**src/rtl/pixel_pattern_pkg.sv**
```systemverilog
// Shared definitions for the animated background pattern generator:
// mode encodings, default colours and the mode sequencing order.
package pixel_pattern_pkg;

  // Number of selectable background patterns.
  localparam int NUM_MODES = 4;

  // Colour width the default constants below are sized for (RRGGBB).
  localparam int DEFAULT_COLOR_W = 6;

  // Pattern modes; the encoding matches the 2-bit mode_sel input.
  typedef enum logic [1:0] {
    MODE_SOLID   = 2'd0,
    MODE_HBARS   = 2'd1,
    MODE_CHECKER = 2'd2,
    MODE_SCROLL  = 2'd3
  } mode_e;

  // Default colour shown in SOLID mode (pure blue in RRGGBB).
  localparam logic [DEFAULT_COLOR_W-1:0] DEFAULT_SOLID_COLOR = 6'b000011;

  // Black and white at the default colour width.
  localparam logic [DEFAULT_COLOR_W-1:0] COLOR_BLACK = 6'b000000;
  localparam logic [DEFAULT_COLOR_W-1:0] COLOR_WHITE = 6'b111111;

  // Auto-cycle order: SOLID -> HBARS -> CHECKER -> SCROLL -> SOLID.
  function automatic mode_e next_mode(input mode_e cur);
    mode_e nxt;
    case (cur)
      MODE_SOLID:   nxt = MODE_HBARS;
      MODE_HBARS:   nxt = MODE_CHECKER;
      MODE_CHECKER: nxt = MODE_SCROLL;
      MODE_SCROLL:  nxt = MODE_SOLID;
      default:      nxt = MODE_SOLID;
    endcase
    return nxt;
  endfunction

endpackage

```
**src/rtl/pixel_pattern_gen_frame_timer.sv**
```systemverilog
// Frame timing for the pattern generator: detects the rising edge of
// vsync, counts frames and measures how long the current mode has been
// shown so the top level knows when to advance in auto-cycle mode.
module pixel_pattern_gen_frame_timer #(
  parameter int FRAME_W         = 10,
  parameter int FRAMES_PER_MODE = 128
) (
  input  logic               clk,
  input  logic               rst_n,
  input  logic               vsync,
  input  logic               auto_cycle,
  output logic               frame_tick,
  output logic [FRAME_W-1:0] frame_cnt,
  output logic               mode_advance
);

  // Dwell counter only has to reach FRAMES_PER_MODE-1.
  localparam int DWELL_W = (FRAMES_PER_MODE > 1) ? $clog2(FRAMES_PER_MODE) : 1;
  localparam logic [DWELL_W-1:0] DWELL_LAST = DWELL_W'(FRAMES_PER_MODE - 1);

  logic               vsync_d_r;
  logic [FRAME_W-1:0] frame_cnt_r;
  logic [DWELL_W-1:0] dwell_cnt_r;
  logic               tick_s;
  logic               dwell_last_s;

  // Rising-edge detect: one tick per vsync pulse, however long vsync stays high.
  always_comb begin
    tick_s       = vsync & ~vsync_d_r;
    dwell_last_s = (dwell_cnt_r == DWELL_LAST);
  end

  // Delayed copy of vsync used by the edge detector.
  always_ff @(posedge clk or negedge rst_n) begin
    if (!rst_n) begin
      vsync_d_r <= 1'b0;
    end else begin
      vsync_d_r <= vsync;
    end
  end

  // Free-running frame counter, wraps naturally at 2^FRAME_W.
  always_ff @(posedge clk or negedge rst_n) begin
    if (!rst_n) begin
      frame_cnt_r <= '0;
    end else if (tick_s) begin
      frame_cnt_r <= frame_cnt_r + FRAME_W'(1);
    end
  end

  // Frames spent in the current mode; parked at zero whenever auto-cycling is off.
  always_ff @(posedge clk or negedge rst_n) begin
    if (!rst_n) begin
      dwell_cnt_r <= '0;
    end else if (tick_s) begin
      if (auto_cycle && !dwell_last_s) begin
        dwell_cnt_r <= dwell_cnt_r + DWELL_W'(1);
      end else begin
        dwell_cnt_r <= '0;
      end
    end else if (!auto_cycle) begin
      dwell_cnt_r <= '0;
    end
  end

  assign frame_tick   = tick_s;
  assign frame_cnt    = frame_cnt_r;
  assign mode_advance = tick_s & auto_cycle & dwell_last_s;

endmodule

```
**src/rtl/pixel_pattern_gen.sv**
```systemverilog
// Animated background pattern generator. Chooses one of four patterns
// from the VGA timing inputs and registers the resulting pixel colour.
// Mode changes happen only at the start of a frame to avoid tearing.
module pixel_pattern_gen
  import pixel_pattern_pkg::*;
#(
  parameter int                 COLOR_W         = 6,
  parameter int                 POS_W           = 10,
  parameter int                 FRAME_W         = 10,
  parameter int                 FRAMES_PER_MODE = 128,
  parameter logic [COLOR_W-1:0] SOLID_COLOR     = COLOR_W'(DEFAULT_SOLID_COLOR)
) (
  input  logic               clk,
  input  logic               rst_n,
  input  logic               hsync,
  input  logic               vsync,
  input  logic [POS_W-1:0]   hpos,
  input  logic [POS_W-1:0]   vpos,
  input  logic               visible,
  input  logic               auto_cycle,
  input  logic [1:0]         mode_sel,
  output logic [COLOR_W-1:0] vga_color
);

  localparam logic [COLOR_W-1:0] WHITE_C = {COLOR_W{1'b1}};
  localparam logic [COLOR_W-1:0] BLACK_C = {COLOR_W{1'b0}};

  logic               frame_tick_s;
  logic               mode_advance_s;
  logic [FRAME_W-1:0] frame_cnt_s;
  mode_e              mode_r;
  logic [POS_W-1:0]   pos_sum_s;
  logic [POS_W-1:0]   pos_tmp_s;
  logic [COLOR_W-1:0] pattern_s;

  // hsync is part of the pin-compatible interface but carries no information here.
  logic unused_hsync_s;
  assign unused_hsync_s = hsync;

  pixel_pattern_gen_frame_timer #(
    .FRAME_W         (FRAME_W),
    .FRAMES_PER_MODE (FRAMES_PER_MODE)
  ) u_frame_timer (
    .clk          (clk),
    .rst_n        (rst_n),
    .vsync        (vsync),
    .auto_cycle   (auto_cycle),
    .frame_tick   (frame_tick_s),
    .frame_cnt    (frame_cnt_s),
    .mode_advance (mode_advance_s)
  );

  // Mode FSM: advances or follows mode_sel only on the frame tick.
  always_ff @(posedge clk or negedge rst_n) begin
    if (!rst_n) begin
      mode_r <= MODE_SOLID;
    end else if (frame_tick_s) begin
      if (auto_cycle) begin
        if (mode_advance_s) begin
          mode_r <= next_mode(mode_r);
        end
      end else begin
        mode_r <= mode_e'(mode_sel);
      end
    end
  end

  // Pattern selection from the current (pre-update) mode and frame count.
  always_comb begin
    pos_sum_s = hpos + POS_W'(frame_cnt_s);
    pos_tmp_s = '0;
    pattern_s = BLACK_C;
    case (mode_r)
      MODE_SOLID: begin
        pattern_s = SOLID_COLOR;
      end
      MODE_HBARS: begin
        pos_tmp_s = hpos >> 3'd4;
        pattern_s = COLOR_W'(pos_tmp_s);
      end
      MODE_CHECKER: begin
        if (hpos[5] ^ vpos[5]) begin
          pattern_s = WHITE_C;
        end else begin
          pattern_s = BLACK_C;
        end
      end
      MODE_SCROLL: begin
        pos_tmp_s = (pos_sum_s >> 3'd3) ^ (vpos >> 3'd3);
        pattern_s = COLOR_W'(pos_tmp_s);
      end
      default: begin
        pattern_s = BLACK_C;
      end
    endcase
  end

  // Output register: black outside the active area, one clock after the inputs.
  always_ff @(posedge clk or negedge rst_n) begin
    if (!rst_n) begin
      vga_color <= '0;
    end else if (visible) begin
      vga_color <= pattern_s;
    end else begin
      vga_color <= BLACK_C;
    end
  end

endmodule

```
**config.mk**
```make
export PLATFORM = sky130hd
export DESIGN_NAME = pixel_pattern_gen
export DESIGN_NICKNAME = d
export VERILOG_FILES = /design/src/rtl/pixel_pattern_pkg.sv /design/src/rtl/pixel_pattern_gen_frame_timer.sv /design/src/rtl/pixel_pattern_gen.sv
export SDC_FILE = /design/constraint.sdc
export NUM_CORES = 1
export LEC_CHECK = 0
export CORE_MARGIN = 2
export CORE_UTILIZATION = 35
export CTS_BUF_LIST = sky130_fd_sc_hd__clkbuf_4
export DETAILED_ROUTE_END_ITERATION = 6
export PLACE_DENSITY = 0.68
export SLEW_MARGIN = 0
export SYNTH_ARGS = -nofsm -noshare
export SYNTH_HDL_FRONTEND = slang
export SYNTH_HIERARCHICAL = 1
export SYNTH_SLANG_ARGS = --single-unit
export TNS_END_PERCENT = 1
```
**constraint.sdc**
```tcl
create_clock -name clk -period 2.4 [get_ports clk]
set_input_delay 0.36 -clock clk [delete_from_list [all_inputs] [get_ports clk]]
set_output_delay 0.36 -clock clk [all_outputs]
set_load 0.1 [all_outputs]
```
# [After elaboration in Yosys (flattened, before gate mapping)]
# Cells that the tools add are included.
[totals] reg_bits=26 latch_bits=0 ram_bits=0 rom_bits=0 input_bits=28 output_inout_bits=6 word_cells=33 memories=0
[op_classes] n_addsub=3 n_mul=0 div_mod_pow=0 n_lt_le_gt_ge=0 n_eq_ne=6 shift=0 muxes=9 n_bitwise=6 reduce_logical=4
[op_table] op="6-bit case mux with 4 select lines" count=1
[op_table] op="7-bit two-way mux" count=3
[op_table] op="6-bit two-way mux" count=2
[op_table] op="10-bit by 1-bit adder with 10-bit output (second input constant)" count=1
[op_table] op="9-bit adder" count=1
[op_table] op="2-bit case mux with 4 select lines" count=1
[op_table] op="7-bit by 1-bit adder with 7-bit output (second input constant)" count=1
[op_table] op="7-bit equality test (second input constant)" count=1
[op_table] op="6-bit XOR" count=1
[op_table] op="2-bit equality test (second input constant)" count=2
[op_table] op="2-bit two-way mux" count=2
[op_table] op="2-bit by 1-bit != test with 1-bit output (second input constant)" count=2
[op_table] op="1-bit AND" count=3
[op_table] op="2-bit by 1-bit equality test with 1-bit output (second input constant)" count=1
[op_table] op="2-bit zero test" count=1
[op_table] op="2-bit AND reduction" count=1
[op_table] op="1-bit logical AND" count=1
[op_table] op="1-bit zero test" count=1
[op_table] op="1-bit inverter" count=1
[op_table] op="1-bit XOR" count=1

# [Depth between registers and ports, before layout]
# Gate-level depths: netlist of run 1.
[depth] depth_word=6 mapped_depth=6 ltp_nobuf=6

# [By module]
# The synthesis of run 1 kept the hierarchy.
[modules_own_cells] mod="pixel_pattern_gen_frame_timer" n_inst=1 cells_per_inst=79 area_each_um2=842.1
[modules_own_cells] mod="pixel_pattern_gen" n_inst=1 cells_per_inst=95 area_each_um2=824.5

# [Worst setup path before layout of run 1]
# OpenSTA, ideal clock, no wires.
[synth_timing] path_kind="reg2reg" from="register u_frame_timer.frame_cnt_r[2] (netlist: u_frame_timer/frame_cnt[2])" to="register vga_color[3]" arrival_ns=1.580 t_required_ns=2.280 path_slack_ns=0.700 path_stages_with_launch=6 n_path_buf=0 path_cell_list="dfrtp_1 ha_1 a21oi_2 a21oi_1 or3_1 a31o_1"
[synth_between] elab_chain_len=4
[synth_lines] item="start: declaration" line_no="pixel_pattern_gen_frame_timer.sv:22" source="logic [FRAME_W-1:0] frame_cnt_r;"
[synth_lines] item="start signal: assignment" line_no="pixel_pattern_gen_frame_timer.sv:47" source="frame_cnt_r <= frame_cnt_r + FRAME_W'(1);"
[synth_lines] item="9-bit adder" line_no="pixel_pattern_gen.sv:70" source="pos_sum_s = hpos + POS_W'(frame_cnt_s);"
[synth_lines] item="6-bit XOR" line_no="pixel_pattern_gen.sv:89" source="pos_tmp_s = (pos_sum_s >> 3'd3) ^ (vpos >> 3'd3);"
[synth_lines] item="6-bit case mux with 4 select lines" line_no="pixel_pattern_gen.sv:73" source="case (mode_r)"
[synth_lines] item="6-bit two-way mux" line_no="pixel_pattern_gen.sv:102" source="end else if (visible) begin"
[synth_lines] item="end signal: assignment" line_no="pixel_pattern_gen.sv:103" source="vga_color <= pattern_s;"
[synth_lines] item="end: declaration" line_no="pixel_pattern_gen.sv:22" source="output logic [COLOR_W-1:0] vga_color"
# No other way between the ends.
# A chain may end at the register's enable or synchronous reset.

# [Worst setup path after layout of run 1]
[layout_timing] from="input hpos[2]" to="register vga_color[3]"
[layout_between] elab_chain_len=4
[layout_lines] item="start: declaration" line_no="pixel_pattern_gen.sv:17" source="input logic [POS_W-1:0] hpos,"
[layout_lines] item="9-bit adder" line_no="pixel_pattern_gen.sv:70"
[layout_lines] item="6-bit XOR" line_no="pixel_pattern_gen.sv:89"
[layout_lines] item="6-bit case mux with 4 select lines" line_no="pixel_pattern_gen.sv:73"
[layout_lines] item="6-bit two-way mux" line_no="pixel_pattern_gen.sv:102"
# No other way between the ends.

==> reports/qor.txt, run 1 <==
Slew @ Worst Pin - 0.321 ns
Worst skew pair latency - 0.33 ns
Share of post-route cells with drive strength above 1 - 8.82%
Clk buf depth - 2
Sinks on Clock Net - 25
Final wirelength - 3500 um
Ant. Diodes - 0
Initial DRT Pass Iterations - 4
Vias in the first global route - 1,307
CTS Root Cell - clkbuf_4
Mapped Cells - 170
Critical path's slowest cell - clkdlybuf4s50_1
Kind of critical path - primary input to flop
Clock slew at reported path FFs - 0.16 ns
Post-route cell area - 0.00199 sq mm
P_leak - 0.000861 uW
Drt via density - 5.52
Hold slack - 0.372 ns
WP data required - 2.64 ns
Row cnt - 24
Core Area - 0.00441 sq mm
IO Pins - 34
Setup Skew - 0.00829 ns
Max Fclk - 0.526 GHz
Peak supply drop - 0.000343 V
Remaining Overflow, GRT - 0
Initial core utilization - 36.7%
Startpoint types - primary input
YS warnings - 6
WP data arrival - 2.14 ns
Setup TNS - 0 ns
Post-Place Setup Slack - 0.145 ns
Via count - 1,412
First-pass GRT wire length - 5950 um
Largest net degree at the start of global routing - 26
Max-slew violations - 0
Status - completed
Post-route ant nets - 0
Worst-path maximum fanout - 7
CTS tree - yes
Mapped Area - 0.00162 sq mm
Area of the die - 0.00519 sq mm
Die width - 72.1 um
WL/cell - 13.7 um
Setup violations, final - 0
Pint - 744 uW
Unrepaired setup endpoints after global routing - false
Vert. Die Dim - 72.1 um
Synthesized net count - 211
# resized after CTS - 0
PnR worst setup slack - 0.499 ns
DRC - 0
Total power density per cell area - 626 mW/mm^2
Post-CTS Setup Repair Bufs - 0
H-tree depth - 1
Tightest Hold Check Type - primary input to async pin
Placer Congestion - 0.825
Combinational Power Share - 39.2%
Syn_area_per_cell - 9.54 sq um
Switching power - 503 uW
Slew headroom - 78.3%
Area Overhead vs Synth - 22.9%
Switching portion of total power - 40.3%
Clock group share of total power - 16.4%
DRT iter0 DRCs - 83
Placed Area - 0.00196 sq mm
Max Cap Viol - 0
CP Capture Type - flop
Hold Buf Count CTS - 0
Flop pwr share - 44.4%
Final Cycle Share - 79.2%
Cell Chain, Critical Path - clkdlybuf4s50_1 -> ha_1 -> a21oi_2 -> a21oi_1 -> or3_1 -> a31o_1
Gr usage total - 14.3%
Fin crit period - 1.90 ns
Initial antenna violation count - 0
Hpwl dp - 2680 um
Hold Fails Final Rpt - 0
Total CTS buffers - 3
Fin nets - 246
CP peak stage delay - 0.44 ns
Number of port buffers - 28
==> per-stage QoR <==
step	std cells	utilization, %	total power, uW
2_1_floorplan	170	-	903
3_3_place_gp	252	44.5	1040
3_5_place_dp	252	44.5	1050
4_1_cts	256	45.2	1260
5_1_grt	256	45.2	1350
6_report	256	45.2	1250
==> routing by layer <==
layer / vias to the layer above / global-route usage (%) / wire [um]
met5: - / 0 / 0
met2: 44 / 23.1 / 1580
li1: 709 / - / -
met1: 651 / 19.1 / 1660
met4: 0 / 4.19 / 70
met3: 8 / 3.19 / 190
==> cells in the final DEF, fill, tap and decap left out, types with 3 or more instances in the layout <==
cell and instances:
clkdlybuf4s50_1 22, buf_4 9, nand4_1 5, xnor2_1 6
o22ai_1 3, nor2_1 5, clkbuf_4 3, a21oi_1 15
inv_1 7, dfrtp_1 25, nand2_1 19, o21ai_0 8
nand2b_1 3, nand3b_1 5, xor2_1 9, ha_1 13
nand3_1 7
==> worst paths after layout <==
| kind | end | from | cells after the start | slack (ns) |
|---|---|---|---|---|
| worst max-delay path | vga_color[3] | hpos[2] | 6 | 0.50 |
| worst min-delay path | vga_color[1] | rst_n | 2 | 0.37 |
| worst max register to register | vga_color[3] | u_frame_timer/frame_cnt[2] | 5 | 0.53 |
| worst min register to register | u_frame_timer/dwell_cnt_r[5] | u_frame_timer/dwell_cnt_r[5] | 1 | 0.51 |
| max in group asynchronous | u_frame_timer/dwell_cnt_r[4] | rst_n | 2 | 1.77 |
| min in group clk | u_frame_timer/dwell_cnt_r[5] | u_frame_timer/dwell_cnt_r[5] | 1 | 0.51 |
==> registers in the layout, indices dropped and copies added (netlist names) <==
name,count
vga_color,6
u_frame_timer/vsync_d_r,1
u_frame_timer/frame_cnt,9
u_frame_timer/dwell_cnt_r,7
mode_r,2
==> critical path, delay by kind of cell <==
family                   cells  cell delay [ns]
AND/OR/NAND/NOR              1             0.35
AO/OA/AOI/OAI                3             0.64
adder cells (fa/ha/maj)      1             0.34
buffers and inverters        1             0.44
==> layout make-up <==
class | count | area, sq um
Clock inverter | 1 | 7.51
Inverter | 8 | 30.0
Tap cell | 52 | 65.1
Timing Repair Buffer | 31 | 288
Multi-Input combinational cell | 136 | 955
Clock buffer | 3 | 22.5
Sequential cell | 25 | 626
Fill cell | 427 | 2420
==> power groups by stage <==
stage,sequential (uW),clock (uW),combinational [uW]
floorplan,619,0,284
global placement,559,0,479
detailed placement,561,0,491
CTS,553,209,493
global route,565,233,548
finish,553,205,489
Power figures use the tool's default switching activity.
==> run 2: changes to the inputs <==
- clock period: 2.4 -> 1.97 ns (I/O delays scaled with it)
==> reports/qor.txt, run 2 (synthesis results as in run 1) <==
Status - completed
Worst-path maximum fanout - 5 (-2)
H-tree depth - 1 (unchanged)
WP data arrival - 2.05 ns (-0.09 ns)
Final wirelength - 3630 um (+3.9%)
DRT iter0 DRCs - 54 (-35%)
Post-CTS Setup Repair Bufs - 0 (unchanged)
Vert. Die Dim - 72.1 um (unchanged)
Core Area - 0.00441 sq mm (unchanged)
Max reg flops - 9 (unchanged)
Drt via density - 5.41 (-1.9%)
Clk buf depth - 2 (unchanged)
First-pass GRT wire length - 6310 um (+6.2%)
Total power density per cell area - 753 mW/mm^2 (+20%)
Total power - 1550 uW (+24%)
Placer Congestion - 0.844 (+2.3%)
WP data required - 2.19 ns (-0.45 ns)
Fin nets - 254 (+3.3%)
Post-route ant nets - 0 (unchanged)
Post-Place Setup Slack - -0.124 ns (-0.269 ns)
Area of the die - 0.00519 sq mm (unchanged)
Clock slew at reported path FFs - 0.14 ns (-0.02 ns)
Hold Buf Count CTS - 0 (unchanged)
Total CTS buffers - 3 (unchanged)
Share of post-route cells with drive strength above 1 - 12.3% (+3.4 points)
Worst skew pair latency - 0.32 ns (about the same)
Largest net degree at the start of global routing - 26 (unchanged)
P_leak - 0.000898 uW (+4.3%)
Sinks on Clock Net - 25 (unchanged)
Number of port buffers - 28 (unchanged)
Setup violations, final - 0 (unchanged)
Hold Fails Final Rpt - 0 (unchanged)
Slew @ Worst Pin - 0.402 ns (+0.0814 ns)
CTS tree - yes
CTS Root Cell - clkbuf_4
Ant. Diodes - 0 (unchanged)
Initial DRT Pass Iterations - 4 (unchanged)
Unrepaired setup endpoints after global routing - false
Gr usage total - 15.0% (+0.76 points)
WL/cell - 13.8 um (+0.71%)
Commonest non-fill, non-tap cell in the layout - dfrtp_1
Most frequent cells in the layout - 25 x dfrtp_1, 22 x clkdlybuf4s50_1, 19 x nand2_1, 17 x buf_4, 15 x a21oi_1
Startpoint types - flop
Peak supply drop - 0.000313 V (-8.6%)
Initial core utilization - 36.7% (unchanged)
# resized after CTS - 0 (unchanged)
Initial antenna violation count - 0 (unchanged)
Max Cap Viol - 0 (unchanged)
Area Overhead vs Synth - 26.6%
Final Cycle Share - 93.0%
Via count - 1,429 (+1.2%)
Fin crit period - 1.83 ns
Remaining Overflow, GRT - 0 (unchanged)
CP Capture Type - flop
Slew headroom - 72.9% (-5.4 points)
Max Fclk - 0.546 GHz
Setup Skew - 0.00164 ns (-0.00665 ns)
Tightest Hold Check Type - primary input to async pin
Kind of critical path - flop to flop
Die width - 72.1 um (unchanged)
Setup TNS - 0 ns (unchanged)
Dpl cells - 260 (+3.2%)
Row cnt - 24 (unchanged)
Vias in the first global route - 1,394 (+6.7%)
IO Pins - 34 (unchanged)
DRC - 0 (unchanged)
PnR worst setup slack - 0.137 ns (-0.362 ns)
Hpwl dp - 2830 um (+5.5%)
Post-Layout Cell Count - 264 (+3.1%)
Max-slew violations - 0 (unchanged)
## run 2: power by group
part	switching, uW	internal [uW]	leakage (uW)	total (uW)
registers	88.9	584	0.000332	673
clock network	162	77.6	0.0000139	240
logic	358	275	0.000553	634
## run 2: area by class of cell
cell class / instances / area, sq um
multi-input combinational: 136 / 955
sequential: 25 / 626
timing repair buffer: 39 / 348
fill: 415 / 2360
tap: 52 / 65.1
inverter: 8 / 30.0
clock inverter: 1 / 7.51
clock buffer: 3 / 22.5
## run 2: final timing paths
kind / from / endpoint / depth (start not counted) / slack [ns]
worst max-delay path: u_frame_timer/frame_cnt[2] / vga_color[2] / 5 / 0.14
worst min-delay path: rst_n / vga_color[1] / 2 / 0.32
worst max register to register: u_frame_timer/frame_cnt[2] / vga_color[2] / 5 / 0.14
worst min register to register: u_frame_timer/dwell_cnt_r[5] / u_frame_timer/dwell_cnt_r[5] / 1 / 0.51
max in group asynchronous: rst_n / mode_r[0] / 2 / 1.40
min in group clk: u_frame_timer/dwell_cnt_r[5] / u_frame_timer/dwell_cnt_r[5] / 1 / 0.51
## run 2: worst max-delay path, stage by stage, from the launching register on
cell and delay, ns:
dfrtp_1 0.46, ha_1 0.34, nand4_1 0.21, a21oi_1 0.27, nor4b_1 0.09, or3b_1 0.36
## run 2: metrics by stage
step | cell area, sq um | utilization [%] | hold slack [ns]
2_1_floorplan | 1620 | - | -0.0000911
3_3_place_gp | 2020 | 45.8 | 0.482
3_5_place_dp | 2020 | 45.8 | 0.488
4_1_cts | 2050 | 46.5 | 0.322
5_1_grt | 2050 | 46.5 | 0.333
6_report | 2050 | 46.5 | 0.324
## run 2: metal layers
layer	up-vias	track usage, %	share of wire (%)
li1	721	-	-
met1	672	19.8	48
met2	32	25.2	47
met3	4	3.47	4.1
met4	0	3.35	1.1
met5	-	0	0
==> run 3: changes to the inputs <==
- CORE_UTILIZATION: 35 -> 53
- PLACE_DENSITY: 0.68 -> 0.92
==> reports/qor.txt, run 3 (synthesis results as in run 1) <==
Combinational Power Share - 41.6% (+0.6 points)
First-pass GRT wire length - 6330 um (+0.33%)
Setup violations, final - 0 (unchanged)
Worst R2R Start - u_frame_timer/frame_cnt[2]
Max Fclk - 0.530 GHz (-2.8%)
DRT iter0 DRCs - 85 (+57%)
Setup crit start - u_frame_timer/frame_cnt[2]
Peak supply drop - 0.000378 V (+21%)
CTS Root Cell - clkbuf_4
Final Cycle Share - 95.7% (+2.7 points)
Tightest Hold Check Type - primary input to async pin
Buf/Inv on CP - 0 (unchanged)
Share of post-route cells with drive strength above 1 - 13.1% (+0.88 points)
Stages on the worst setup path - 5 (unchanged)
Post-Place Setup Slack - -0.147 ns (-0.0226 ns)
Setup Skew - 0.00781 ns (+0.00617 ns)
Placed Area - 0.00201 sq mm (-0.80%)
Slew @ Worst Pin - 0.342 ns (-0.0605 ns)
Vias in the first global route - 1,481 (+6.2%)
Hpwl dp - 2880 um (+2.0%)
Vert. Die Dim - 59.3 um (-18%)
Initial core utilization - 54.5% (+18 points)
Commonest non-fill, non-tap cell in the layout - dfrtp_1
Hold slack - 0.312 ns (-0.0111 ns)
CTS tree - yes
Placer Congestion - 0.848 (+0.39%)
Largest net degree at the start of global routing - 26 (unchanged)
Core Area - 0.00298 sq mm (-33%)
Switching power - 639 uW (+4.9%)
Setup TNS - 0 ns (unchanged)
Remaining Overflow, GRT - 0 (unchanged)
Total power density per cell area - 774 mW/mm^2 (+2.9%)
Startpoint types - flop
Worst skew pair latency - 0.33 ns (about the same)
Dpl cells - 242 (-6.9%)
Max-slew violations - 0 (unchanged)
Via count - 1,490 (+4.3%)
Status - completed
Max Cap Viol - 0 (unchanged)
Multi-input logic area - 958 sq um (+0.39%)
FF-to-FF setup slack - 0.08 ns (-0.05 ns)
IO Pins - 34 (unchanged)
CP peak stage delay - 0.47 ns (about the same)
Critical path's top delay family - compound AO/OA/AOI/OAI gates
Number of port buffers - 28 (unchanged)
Pint - 941 uW (+0.50%)
Cell Chain, Critical Path - ha_1 -> a21oi_2 -> a21oi_1 -> or3_1 -> a31o_1
Flop pwr share - 42.8% (-0.7 points)
Area Overhead vs Synth - 25.8%
Hold Fails Final Rpt - 0 (unchanged)
PnR worst setup slack - 0.0845 ns (-0.0525 ns)
Max reg flops - 9 (unchanged)
Clk buf depth - 2 (unchanged)
Row cnt - 20 (-17%)
Register Area - 626 sq um (unchanged)
Clock slew at reported path FFs - 0.15 ns (about the same)
P_leak - 0.000904 uW (+0.63%)
Die width - 59.3 um (-18%)
Initial antenna violation count - 0 (unchanged)
Post-Layout Cell Count - 246 (-6.8%)
Post-route cell area - 0.00204 sq mm (-0.61%)
Reg-to-Reg End - vga_color[3]
CP Capture Type - flop
Gr usage total - 23.6% (+8.5 points)
WL/cell - 15.1 um (+9.9%)
Area of the die - 0.00352 sq mm (-32%)
Switching portion of total power - 40.4% (+1.0 points)
WP data arrival - 2.12 ns (+0.07 ns)
H-tree depth - 1 (unchanged)
Slew headroom - 77.0% (+4.1 points)
Fin nets - 255 (+0.39%)
Clock group share of total power - 15.6% (about the same)
Worst setup path endpoint - vga_color[3]
Hold Buf Count CTS - 0 (unchanged)
Initial DRT Pass Iterations - 4 (unchanged)
Drt via density - 6.06 (+12%)
Unrepaired setup endpoints after global routing - false
Kind of critical path - flop to flop
Total CTS buffers - 3 (unchanged)
Fin crit period - 1.89 ns (+0.0525 ns)
Worst-path maximum fanout - 5 (unchanged)
Sinks on Clock Net - 25 (unchanged)
DRC - 0 (unchanged)
Post-route ant nets - 0 (unchanged)
Critical path's slowest cell - dfrtp_1
Most frequent cells in the layout - 25 x dfrtp_1, 22 x clkdlybuf4s50_1, 19 x nand2_1, 18 x buf_4, 14 x a21oi_1
Fill count - 233 (-44%)
WP data required - 2.21 ns (+0.02 ns)
Ant. Diodes - 0 (unchanged)
Final wirelength - 3720 um (+2.4%)
R2r worst-path depth - 5 (unchanged)
[run 3: cell types whose count changed in the layout (fill, tap and decap cells not counted), sizes merged]
cell,previous run,this run
buf,17,18
[run 3: repair_timing]
item / CTS / global route
endpoints found under the setup margin: 0 / 2
gates resized for setup: 0 / 2
buffers inserted: 0 / 0
[run 3: cell type report]
class | count | area share [%]
multi-input cells | 136 | 47.0
inverters | 8 | 1.47
clock inverters | 1 | 0.368
repair buffers | 40 | 17.4
clock buffers | 3 | 1.10
well taps | 33 | 2.02
flip-flops and latches | 25 | 30.7
[run 3: metrics by stage]
step	utilization [%]	total power, uW
final	68.5	1580
after global routing	68.5	1680
after CTS	68.4	1580
after detailed placement	67.4	1330
after global placement	67.4	1290
after floorplan	-	1100
[run 3: power groups by stage]
stage	logic, uW	clock network [uW]	registers (uW)
floorplan	346	0	754
CTS	647	254	675
finish	657	247	677
detailed placement	643	0	685
global placement	613	0	680
global route	721	273	687
[run 3: how the worst min path moves through the flow]
stage | to | startpoint
final | vga_color[4] | rst_n
after global routing | vga_color[4] | rst_n
after CTS | vga_color[4] | rst_n
after detailed placement | u_frame_timer/frame_cnt[7] | u_frame_timer/frame_cnt[7]
after global placement | u_frame_timer/frame_cnt[7] | u_frame_timer/frame_cnt[7]
after floorplan | mode_r[0] | rst_n
[run 3: layer usage]
layer / wire (um) / share of wire (%) / up-vias / track usage [%]
met4: 90 / 2.4 / 0 / 8.12
met5: 0 / 0 / - / 0
met3: 137 / 3.7 / 10 / 1.97
met1: 1550 / 42 / 703 / 27.3
met2: 1940 / 52 / 40 / 44.6
li1: - / - / 737 / -
